==> config.mk <==
export PLATFORM = sky130hd
export DESIGN_NAME = instruction_decode
export DESIGN_NICKNAME = d
export VERILOG_FILES = /design/src/rtl/instruction_decode.sv
export SDC_FILE = /design/constraint.sdc
export NUM_CORES = 1
export LEC_CHECK = 0
export ABC_AREA = 1
export ABC_CLOCK_PERIOD_IN_PS = 1930
export CORE_MARGIN = 4
export CORE_UTILIZATION = 38
export CTS_CLUSTER_SIZE = 20
export DETAILED_ROUTE_END_ITERATION = 12
export GPL_TIMING_DRIVEN = 0
export PLACE_DENSITY = 0.85
export SYNTH_ARGS = -nofsm -noshare
export SYNTH_HDL_FRONTEND = slang
export SYNTH_SLANG_ARGS = --single-unit
==> constraint.sdc <==
create_clock -name clock -period 1.93 [get_ports clock]
set_input_delay 0.386 -clock clock [delete_from_list [all_inputs] [get_ports clock]]
set_output_delay 0.386 -clock clock [all_outputs]
set_load 0.01 [all_outputs]
==> src/rtl/instruction_decode.sv <==
`default_nettype none
// ============================================================================
// Module   : instruction_decode
// Purpose  : Registered RV32I decode stage. Accepts one instruction per cycle
//            over valid/ready, splits it into register selects, destination,
//            sign-extended immediate and opclass, and holds the result in a
//            single-entry output register for the execute stage.
// Options  : DECODE_SCOREBOARD_EN - when defined, a 32-entry busy vector
//            stalls issue on register hazards until writeback retires the
//            producing write. When undefined, hazard is tied low and the
//            writeback_* inputs are ignored.
// Ports    : clock, reset (sync, active-high)
//            instruction_valid/instruction/pc/instruction_ready : upstream
//            decode_valid/decode_ready : downstream handshake
//            rs1, rs2, rd, immediate, opclass, funct3, funct7_5,
//            writes_rd, illegal, pc_out : registered decode results
//            writeback_valid, writeback_select : register_file write retire
// Revision : 1.0 - initial release
// ============================================================================
module instruction_decode (
  input  logic        clock,
  input  logic        reset,
  input  logic        instruction_valid,
  input  logic [31:0] instruction,
  input  logic [31:0] pc,
  output logic        instruction_ready,
  output logic        decode_valid,
  input  logic        decode_ready,
  output logic [4:0]  rs1,
  output logic [4:0]  rs2,
  output logic [4:0]  rd,
  output logic [31:0] immediate,
  output logic [3:0]  opclass,
  output logic [2:0]  funct3,
  output logic        funct7_5,
  output logic        writes_rd,
  output logic        illegal,
  output logic [31:0] pc_out,
  input  logic        writeback_valid,
  input  logic [4:0]  writeback_select
);

  localparam logic [3:0] C_LUI      = 4'd0;
  localparam logic [3:0] C_AUIPC    = 4'd1;
  localparam logic [3:0] C_JAL      = 4'd2;
  localparam logic [3:0] C_JALR     = 4'd3;
  localparam logic [3:0] C_BRANCH   = 4'd4;
  localparam logic [3:0] C_LOAD     = 4'd5;
  localparam logic [3:0] C_STORE    = 4'd6;
  localparam logic [3:0] C_OP_IMM   = 4'd7;
  localparam logic [3:0] C_OP       = 4'd8;
  localparam logic [3:0] C_MISC_MEM = 4'd9;
  localparam logic [3:0] C_SYSTEM   = 4'd10;
  localparam logic [3:0] C_ILLEGAL  = 4'd15;

  // --------------------------------------------------------------------------
  // Combinational decode of the incoming word
  // --------------------------------------------------------------------------
  logic [4:0]  w_rs1;
  logic [4:0]  w_rs2;
  logic [4:0]  w_rd;
  logic [3:0]  w_class;
  logic [31:0] w_imm;
  logic        w_writes_rd;
  logic        w_uses_rs1;
  logic        w_uses_rs2;
  logic        w_hazard;
  logic        w_accept;

  assign w_rs1 = instruction[19:15];
  assign w_rs2 = instruction[24:20];
  assign w_rd  = instruction[11:7];

  always_comb begin
    w_class = C_ILLEGAL;
    // Compressed / non-32-bit encodings fall through as illegal.
    if (instruction[1:0] == 2'b11) begin
      case (instruction[6:2])
        5'b01101: w_class = C_LUI;
        5'b00101: w_class = C_AUIPC;
        5'b11011: w_class = C_JAL;
        5'b11001: w_class = C_JALR;
        5'b11000: w_class = C_BRANCH;
        5'b00000: w_class = C_LOAD;
        5'b01000: w_class = C_STORE;
        5'b00100: w_class = C_OP_IMM;
        5'b01100: w_class = C_OP;
        5'b00011: w_class = C_MISC_MEM;
        5'b11100: w_class = C_SYSTEM;
        default:  w_class = C_ILLEGAL;
      endcase
    end
  end

  always_comb begin
    w_imm = 32'd0;
    case (w_class)
      C_LOAD, C_OP_IMM, C_JALR, C_SYSTEM:
        w_imm = {{20{instruction[31]}}, instruction[31:20]};
      C_STORE:
        w_imm = {{20{instruction[31]}}, instruction[31:25], instruction[11:7]};
      C_BRANCH:
        w_imm = {{19{instruction[31]}}, instruction[31], instruction[7],
                 instruction[30:25], instruction[11:8], 1'b0};
      C_LUI, C_AUIPC:
        w_imm = {instruction[31:12], 12'd0};
      C_JAL:
        w_imm = {{11{instruction[31]}}, instruction[31], instruction[19:12],
                 instruction[20], instruction[30:21], 1'b0};
      default:
        w_imm = 32'd0;
    endcase
  end

  always_comb begin
    w_writes_rd = 1'b0;
    w_uses_rs1  = 1'b0;
    w_uses_rs2  = 1'b0;
    case (w_class)
      C_LUI, C_AUIPC, C_JAL:       w_writes_rd = 1'b1;
      C_JALR, C_LOAD, C_OP_IMM: begin
        w_writes_rd = 1'b1;
        w_uses_rs1  = 1'b1;
      end
      C_OP: begin
        w_writes_rd = 1'b1;
        w_uses_rs1  = 1'b1;
        w_uses_rs2  = 1'b1;
      end
      C_BRANCH, C_STORE: begin
        w_uses_rs1  = 1'b1;
        w_uses_rs2  = 1'b1;
      end
      default: begin
        w_writes_rd = 1'b0;
      end
    endcase
    // Writes to x0 are architecturally discarded, so never report them.
    if (w_rd == 5'd0) begin
      w_writes_rd = 1'b0;
    end
  end

  // --------------------------------------------------------------------------
  // Optional register scoreboard
  // --------------------------------------------------------------------------
`ifdef DECODE_SCOREBOARD_EN
  logic [31:0] r_busy;
  logic [31:0] w_clear_mask;
  logic [31:0] w_set_mask;
  logic [31:0] w_busy_eff;

  // Index 0 is excluded so a writeback to x0 has no effect.
  assign w_clear_mask = (writeback_valid && (writeback_select != 5'd0))
                        ? (32'd1 << writeback_select) : 32'd0;
  assign w_set_mask   = (w_accept && w_writes_rd) ? (32'd1 << w_rd) : 32'd0;
  // A bit retiring this cycle no longer blocks issue.
  assign w_busy_eff   = r_busy & ~w_clear_mask;

  assign w_hazard = (w_uses_rs1  && (w_rs1 != 5'd0) && w_busy_eff[w_rs1]) ||
                    (w_uses_rs2  && (w_rs2 != 5'd0) && w_busy_eff[w_rs2]) ||
                    (w_writes_rd && w_busy_eff[w_rd]);

  always_ff @(posedge clock) begin
    if (reset) begin
      r_busy <= 32'd0;
    end else begin
      // Set is applied after clear so a same-cycle set wins.
      r_busy <= w_busy_eff | w_set_mask;
    end
  end
`else
  logic w_unused_wb;
  assign w_unused_wb = writeback_valid ^ (^writeback_select) ^ w_uses_rs1 ^ w_uses_rs2;
  assign w_hazard    = 1'b0;
`endif

  // --------------------------------------------------------------------------
  // Handshake and output register
  // --------------------------------------------------------------------------
  logic        r_valid;
  logic [4:0]  r_rs1;
  logic [4:0]  r_rs2;
  logic [4:0]  r_rd;
  logic [31:0] r_imm;
  logic [3:0]  r_class;
  logic [2:0]  r_funct3;
  logic        r_funct7_5;
  logic        r_writes_rd;
  logic        r_illegal;
  logic [31:0] r_pc;

  assign instruction_ready = !reset && (!r_valid || decode_ready) && !w_hazard;
  assign w_accept          = instruction_valid && instruction_ready;

  always_ff @(posedge clock) begin
    if (reset) begin
      r_valid     <= 1'b0;
      r_rs1       <= 5'd0;
      r_rs2       <= 5'd0;
      r_rd        <= 5'd0;
      r_imm       <= 32'd0;
      r_class     <= 4'd0;
      r_funct3    <= 3'd0;
      r_funct7_5  <= 1'b0;
      r_writes_rd <= 1'b0;
      r_illegal   <= 1'b0;
      r_pc        <= 32'd0;
    end else if (w_accept) begin
      r_valid     <= 1'b1;
      r_rs1       <= w_rs1;
      r_rs2       <= w_rs2;
      r_rd        <= w_rd;
      r_imm       <= w_imm;
      r_class     <= w_class;
      r_funct3    <= instruction[14:12];
      r_funct7_5  <= instruction[30];
      r_writes_rd <= w_writes_rd;
      r_illegal   <= (w_class == C_ILLEGAL);
      r_pc        <= pc;
    end else if (r_valid && decode_ready) begin
      r_valid     <= 1'b0;
    end
  end

  assign decode_valid = r_valid;
  assign rs1          = r_rs1;
  assign rs2          = r_rs2;
  assign rd           = r_rd;
  assign immediate    = r_imm;
  assign opclass      = r_class;
  assign funct3       = r_funct3;
  assign funct7_5     = r_funct7_5;
  assign writes_rd    = r_writes_rd;
  assign illegal      = r_illegal;
  assign pc_out       = r_pc;

endmodule
`default_nettype wire

-- Yosys cells after proc, flatten, opt, wreduce, memory -nomap -nowiden
Memory sizes are Yosys's and may differ from the RTL's.
Index checks and enable logic that the tools add are counted.
- reductions and logical operators: 12
- $lt $le $gt $ge: 0
- bitwise logic cells: 0
- eq/ne operators: 11
- div/mod/pow operators: 0
- $add $sub $neg: 0
- mux-type cells: 6
- $mul: 0
- shift-type cells: 0
- operator list (cell ; number):
    32-bit one-hot mux with 5 select lines ; 1
    4-bit by 3-bit equality test with 1-bit output, second input constant ; 4
    4-bit equality test, second input constant ; 3
    4-bit by 2-bit equality test with 1-bit output, second input constant ; 2
    7-bit OR reduction ; 1
    5-bit zero test ; 1
    4-bit by 1-bit equality test with 1-bit output, second input constant ; 1
    4-bit zero test ; 1
    1-bit 2-to-1 mux ; 4
    4-bit 2-to-1 mux ; 1
    4-bit OR reduction ; 1
    1-bit logical AND ; 3
    2-bit equality test, second input constant ; 1
    1-bit zero test ; 2
    2-bit nonzero test ; 1
    2-bit OR reduction ; 1
    1-bit logical OR ; 1
- latch bits: 0
- input bits: 74
- memories kept: 1
- bits in read-only memories: 128
- output and inout bits: 91
- RAM bits: 0
- logic and storage cells: 41
- bits in registers: 90
- memories (memory ; words ; width ; rd ports ; clocked after Yosys merged registers in ; write ports ; RTL line ; RTL):
    (no name shown) ; 32 ; 4 ; 1 ; 0 ; 0 ; 78 ; case (instruction[6:2])

-- Logic depth before layout (Yosys ltp)
Gate-level depths: netlist of the first run.
- depth after elaboration: 6
- mapped depth: 17
- depth with buffers taken out: 16

-- Least setup slack after synthesis of the first run
No wires, ideal clock.
- kind: in2reg
- start point: input port instruction[2]
- end point: register r_imm[21], in the netlist immediate[21]
- arrival: 1.794 ns
- stages: 16
- path buffers: 1
- data required time: 1.860 ns
- path slack: 0.065 ns
- setup time: 0.070 ns
- cells stage by stage: inv_1 ha_1 inv_1 nand2_1 nand3_1 nand3_2 inv_2 nand2_1 inv_1 nand3_2 nand2_4 nand2_2 buf_6 nand2_1 nand2_1 a21oi_1
- longest elaborated chain between the ends: 5
- elaborated cells between the ends (all ways): 14
- those cells by class: eq/ne: 8; mux: 2; reduce/logical: 3; memory: 1
- RTL lines (item ; RTL line ; RTL):
    from (decl) ; 24 ; input logic [31:0] instruction,
    memory 32 x 4 bit (*) ; - ;
    4-bit 2-to-1 mux (*) ; 77 ; if (instruction[1:0] == 2'b11) begin
    4-bit by 2-bit equality test with 1-bit output (tied with other cells) ; 97 ; case (w_class)
    4-bit OR reduction / 2-bit OR reduction (equally long branches) ; 97 ;
    32-bit one-hot mux with 5 select lines (*) ; 97 ;
    to (signal assigned) ; 214 ; r_imm <= w_imm;
    to (decl) ; 185 ; logic [31:0] r_imm;
Every way passes the cells marked *; elsewhere a longest branch is shown, timed or not.
A chain may end at the register's enable or synchronous reset.

-- Final worst setup path of the first run
- start point: input port instruction[4]
- end point: register r_imm[21], in the netlist immediate[21]
The elaborated chain is that of the path after synthesis.

==> results.json, run 1 <==
{
  "setup-tns-final_ps": 0,
  "sw_frac_of_total_pct": 28.1,
  "routed_wl_um": 13300,
  "critPathArrivalTime_ps": 2150,
  "post-place-cells": 838,
  "status": "complete, no violations",
  "grt_pass1_wl_um": 20000,
  "cp-start-kind": "input port",
  "clkSinkCount": 90,
  "port-buffer-count": 158,
  "clock_latency_ps": 360,
  "hold_viol_final": 0,
  "utilization_pct": 62.2,
  "comb_power_share_pct": 19.0,
  "relSlewSlack_pct": 60.1,
  "fin_nets": 815,
  "ys_seq_area_share_pct": 46.6,
  "instances_no_fill": 875,
  "synthesis.area_um2": 3870,
  "grt.total_usage_pct": 21.4,
  "grt_max_degree": 17,
  "grt_pass1_vias": 4207,
  "num_io_pins": 165,
  "drc": 0,
  "required_ps": 2220,
  "diodes": 0,
  "ys_types": 29,
  "fmax_ghz": 0.536,
  "p_sw_mw": 1.15,
  "synth_cells": 547,
  "worstPathMaxFanout": 6,
  "intPower_mw": 2.95,
  "worstSetupPathType": "input port to flop",
  "dr.pass1.iters": 5,
  "grt_overflow": 0,
  "cts_root_buf": "clkbuf_8",
  "hold_slack_ps": 470,
  "synth_area_per_cell_um2": 7.07,
  "total_leakage_power_nw": 2.70,
  "clkSlewWorstSetupHoldPaths_ps": 90,
  "hold_path_class": "flop to flop",
  "route.met2.wl_um": 6330,
  "htree_levels": 3,
  "synth_seq_cells": 90,
  "maxCapViolations": 0,
  "postCtsHoldBufs": 0,
  "die-area_um2": 11900,
  "drt-initial-drc-count": 449,
  "worst_slew_pin_slew_ps": 598,
  "slew_viol_final": 0,
  "post-route-period-util_pct": 96.7,
  "fp.dieH_um": 109,
  "layout-drive-gt1-share_pct": 12.7,
  "endpoint_kind": "flop",
  "dp_hpwl_um": 9560,
  "power_density_nw_per_um2": 668,
  "vdd_drop_max_mv": 0.297,
  "cts_inserted_buffers": 9,
  "tritoncts": "built",
  "layout_commonest_cell": "nand2_1",
  "rows": 36,
  "die_w_um": 109,
  "fin_skew_ps": 7.64,
  "yosys_warnings": 0,
  "core_um2": 9860,
  "viasPerCell": 5.03,
  "final_cell_mix": "209 x nand2_1, 150 x clkdlybuf4s50_1, 90 x dfxtp_1",
  "num_vias": 4397,
  "setup_viol_count_final": 0,
  "ant_nets": 0,
  "dr.max_layer_used": "met4",
  "synth.net_count": 625,
  "syn_to_final_growth_pct": 58.7,
  "wl_met1_um": 5530,
  "wl_met3_um": 989,
  "clkPwrFrac_pct": 32.2,
  "place.gp.congestion": 0.854,
  "wl_per_cell_um": 15.2,
  "seq_power_share_pct": 48.8,
  "antenna_found_initial": 0,
  "clk_path_buf_depth": 2,
  "finalPower_mw": 4.10,
  "period_needed_ps": 1870,
  "start_util_pct": 39.2
}
## flip-flops by register name, indices dropped and copies added, names as in the netlist
signal,count
funct3,3
rs1,5
opclass,4
writes_rd,1
funct7_5,1
pc_out,32
rs2,5
decode_valid,1
rd,5
immediate,32
illegal,1
## synthesized netlist by cell type, drive strengths merged
master / instances / area [µm²]
nor2: 13 / 66.3
o2111ai: 1 / 8.76
nand4: 2 / 12.5
ha: 4 / 50.1
nand3: 91 / 490
nand2: 222 / 856
o22ai: 1 / 6.26
clkinv: 2 / 7.51
inv: 29 / 109
buf: 6 / 41.3
o21ai: 16 / 83.8
clkbuf: 26 / 97.6
dfxtp: 90 / 1800
o21bai: 1 / 7.51
nor3: 1 / 5.00
a21oi: 42 / 225
## path summary, 6_finish.rpt
kind / start / to / slack [ps] / cells past startpoint
setup / recovery: instruction[4] / immediate[21]$_SDFFE_PP0P_ / 60 / 17
hold / removal: pc_out[0]$_SDFFE_PP0P_ / pc_out[0]$_SDFFE_PP0P_ / 470 / 2
setup reg to reg: decode_valid$_SDFFE_PP0P_ / immediate[0]$_SDFFE_PP0P_ / 290 / 6
hold reg to reg: pc_out[0]$_SDFFE_PP0P_ / pc_out[0]$_SDFFE_PP0P_ / 470 / 2
## through the flow
stage               setup slack [ps]  cell area (µm²)
floorplan                       65.2             3870
global placement                -719             5620
detailed placement              -856             5620
CTS                             5.18             5910
global route                   -58.8             6140
finish                          63.8             6140
## area by class of cell
cell class / instances / area [µm²]
fillers: 838 / 3720
clock inverters: 7 / 76.3
inverters: 31 / 116
clock buffers: 9 / 124
multi-input cells: 395 / 1950
plain buffers: 32 / 158
repair buffers: 178 / 1750
flip-flops and latches: 90 / 1800
well taps: 133 / 166
## power by group through the flow
stage | Clock [mW] | Sequential, mW | Combinational, mW
after floorplan | 0 | 2.09 | 0.240
after global placement | 0 | 2.04 | 0.699
after detailed placement | 0 | 2.05 | 0.717
after CTS | 1.34 | 2.00 | 0.733
after global routing | 1.41 | 2.02 | 0.841
final | 1.32 | 2.00 | 0.779
## critical path: stages
cell	delay [ps]
clkdlybuf4s15_1	270
inv_2	90
buf_4	140
nand2_2	70
nand3_1	90
nand2_1	100
nand2_2	70
nand2_4	120
nor2_4	50
nor2_4	130
nand2_4	80
nand2_4	90
nand2_4	60
buf_4	170
nand2_1	60
nand2_1	50
a21oi_1	130
## cells by family (layout without fill, tap and decap cells)
group                      after synthesis  in the layout  share of synthesized area [%]
and+or+nand+nor                        329            330                           37.0
adders and majority gates                4              4                           1.29
buffers and inverters                   63            257                           6.60
AOI/OAI and AO/OA                       61             61                           8.57
DFF                                     90             90                           46.6
## layer usage
layer,vias up,global-route usage (%)
met4,0,10.1
met3,37,3.79
met2,205,35.2
met5,-,0
li1,2146,-
met1,2009,27.0
## timing repair
action                     CTS  global route
resized for setup           23            46
buffers inserted             6            12
gates cloned                 1             2
pin swaps                    4             7
setup endpoints to repair   57            50
No activity file was read; power rests on OpenSTA's default activity.
==> inputs of run 2 (changes only) <==
Settings changed: PLACE_DENSITY 0.85 to not set, PLACE_DENSITY_LB_ADDON set to 0.12.
==> run 2 against run 1 <==
Net effect: hold slack worse by 3.3 ps; clock skew down 1.4 ps; critical endpoint is now immediate[24]$_SDFFE_PP0P_; via count down 4.1%; register-to-register slack better by 30 ps; count of clock-buffer cells in the layout up 3; combinational power down 4.5%; final area down 2.4%; sequential cell count unchanged; fmax up 3.0%.
==> results.json, run 2 (synthesized netlist as in run 1, its figures left out) <==
{
  "finalPower_mw": 3.96,
  "rows": 36,
  "place.gp.congestion": 0.894,
  "crit_slowest_cell": "ha_2",
  "core_um2": 9860,
  "postCtsHoldBufs": 0,
  "num_vias": 4218,
  "routed_wl_um": 12600,
  "grt_pass1_vias": 4073,
  "port-buffer-count": 158,
  "regToRegEndpoint": "immediate[25]$_SDFFE_PP0P_",
  "critPathTopFamily": "simple AND/OR/NAND/NOR gates",
  "critPathArrivalTime_ps": 2110,
  "diodes": 0,
  "cp-start-kind": "input port",
  "start_util_pct": 39.2,
  "nFillCells": 931,
  "post-route-period-util_pct": 93.9,
  "ant_nets": 0,
  "worstSetupPathType": "input port to flop",
  "power_density_nw_per_um2": 661,
  "r2r_start": "decode_valid$_SDFFE_PP0P_",
  "crit_cells": 18,
  "tritoncts": "built",
  "period_needed_ps": 1810,
  "layout_commonest_cell": "nand2_1",
  "fin_skew_ps": 6.23,
  "worstPathMaxFanout": 6,
  "clkSinkCount": 90,
  "post-place-cells": 838,
  "wl_per_cell_um": 14.6,
  "htree_levels": 3,
  "grt_max_degree": 15,
  "fp.dieH_um": 109,
  "die_w_um": 109,
  "required_ps": 2220,
  "viasPerCell": 4.88,
  "dp_hpwl_um": 9420,
  "cts_root_buf": "clkbuf_8",
  "cts_inserted_buffers": 9,
  "num_io_pins": 165,
  "r2r_slack_ps": 320,
  "hold_viol_final": 0,
  "layout-drive-gt1-share_pct": 10.8,
  "grt_overflow": 0,
  "syn_to_final_growth_pct": 54.9,
  "fmax_ghz": 0.552,
  "antenna_found_initial": 0,
  "worst_slew_pin_slew_ps": 560,
  "crit_path_cell_trace": "clkbuf_2 -> inv_2 -> ha_2 -> inv_1 -> nand2_2 -> nand3_1 -> nand2_1 -> nand2_2 -> nand2_4 -> nor2_4 -> nor2_4 -> nand2_4 -> nand2_4 -> nand2_4 -> buf_4 -> nand2_1 -> nand2_1 -> a21oi_1",
  "instances_no_fill": 865,
  "maxCapViolations": 0,
  "status": "complete, no violations",
  "grt.total_usage_pct": 20.8,
  "endpoint_kind": "flop",
  "dr.pass1.iters": 4,
  "reg2regPathDepth": 6,
  "setup_viol_count_final": 0,
  "critPathBufInv": 4,
  "grt_pass1_wl_um": 19300,
  "die-area_um2": 11900,
  "crit_end": "immediate[24]$_SDFFE_PP0P_",
  "crit_start": "instruction[3]",
  "drt-initial-drc-count": 193,
  "relSlewSlack_pct": 62.6,
  "fin_nets": 805,
  "setup-tns-final_ps": 0,
  "vdd_drop_max_mv": 0.305,
  "final_cell_mix": "211 x nand2_1, 150 x clkdlybuf4s50_1, 90 x dfxtp_1",
  "hold_path_class": "flop to flop",
  "slew_viol_final": 0,
  "clk_path_buf_depth": 2,
  "total_leakage_power_nw": 2.63,
  "clock_latency_ps": 370,
  "slowest_delay_ps": 300,
  "clkSlewWorstSetupHoldPaths_ps": 90,
  "drc": 0,
  "critPathMostFrequentCell": "nand2_4"
}
run 2: changes by cell type in the layout (fill, tap and decap cells not counted), moves of 2 or more:
cell and delta:
clkbuf_8 +2, inv_6 -2, clkbuf_1 +3, nand2_1 +2, buf_4 -10
run 2: per-layer routing:
metal | track usage [%] | up-vias | share of wire, %
met3 | 3.97 | 22 | 6.0
li1 | - | 2123 | -
met5 | 0 | - | 0
met4 | 9.38 | 0 | 2.5
met2 | 34.4 | 135 | 47
met1 | 26.3 | 1938 | 45
run 2: per-stage QoR:
stage	area, µm²	setup WS [ps]	util [%]	hold WS, ps
3_3_place_gp	5620	-723	56.9	453
3_5_place_dp	5620	-820	56.9	455
6_report	5990	117	60.7	467
2_1_floorplan	3870	65.2	-	490
5_1_grt	5990	-13.5	60.7	487
4_1_cts	5880	1.48	59.6	469
run 2: repair_timing:
item | CTS | global route
hold endpoints to repair | 0 | 0
pin swaps | 5 | 9
endpoints found under the setup margin | 77 | 50
cloned | 0 | 2
buffers inserted | 6 | 3
gates resized for setup | 20 | 41
run 2: how the worst min path moves through the flow:
| stage | start | to | slack (ps) | cells past startpoint |
|---|---|---|---|---|
| 6_report | pc_out[21]$_SDFFE_PP0P_ | pc_out[21]$_SDFFE_PP0P_ | 470 | 2 |
| 4_1_cts | immediate[7]$_SDFFE_PP0P_ | immediate[7]$_SDFFE_PP0P_ | 470 | 2 |
| 5_1_grt | pc_out[15]$_SDFFE_PP0P_ | pc_out[15]$_SDFFE_PP0P_ | 490 | 2 |
| 3_3_place_gp | pc_out[30]$_SDFFE_PP0P_ | pc_out[30]$_SDFFE_PP0P_ | 450 | 2 |
| 3_5_place_dp | immediate[7]$_SDFFE_PP0P_ | immediate[7]$_SDFFE_PP0P_ | 460 | 2 |
| 2_1_floorplan | funct3[0]$_SDFFE_PP0P_ | funct3[0]$_SDFFE_PP0P_ | 490 | 2 |
run 2: final cells by class:
cell class	instances	area (µm²)	share of cell area, %
clock inverters	4	26.3	0.439
well taps	133	166	2.78
plain buffers	32	156	2.61
flip-flops and latches	90	1800	30.1
repair buffers	169	1660	27.6
clock buffers	12	155	2.59
inverters	31	119	1.98
multi-input cells	394	1910	31.9
run 2: worst min-delay path, cell delays in order, from the launching register on:
cell	delay, ps
dfxtp_1	320
nand3_1	70
nand2_1	40
run 2: power breakdown:
group / internal (mW) / switching [mW]
logic: 0.376 / 0.368
registers: 1.95 / 0.0510
clock network: 0.537 / 0.676
total: 2.87 / 1.10
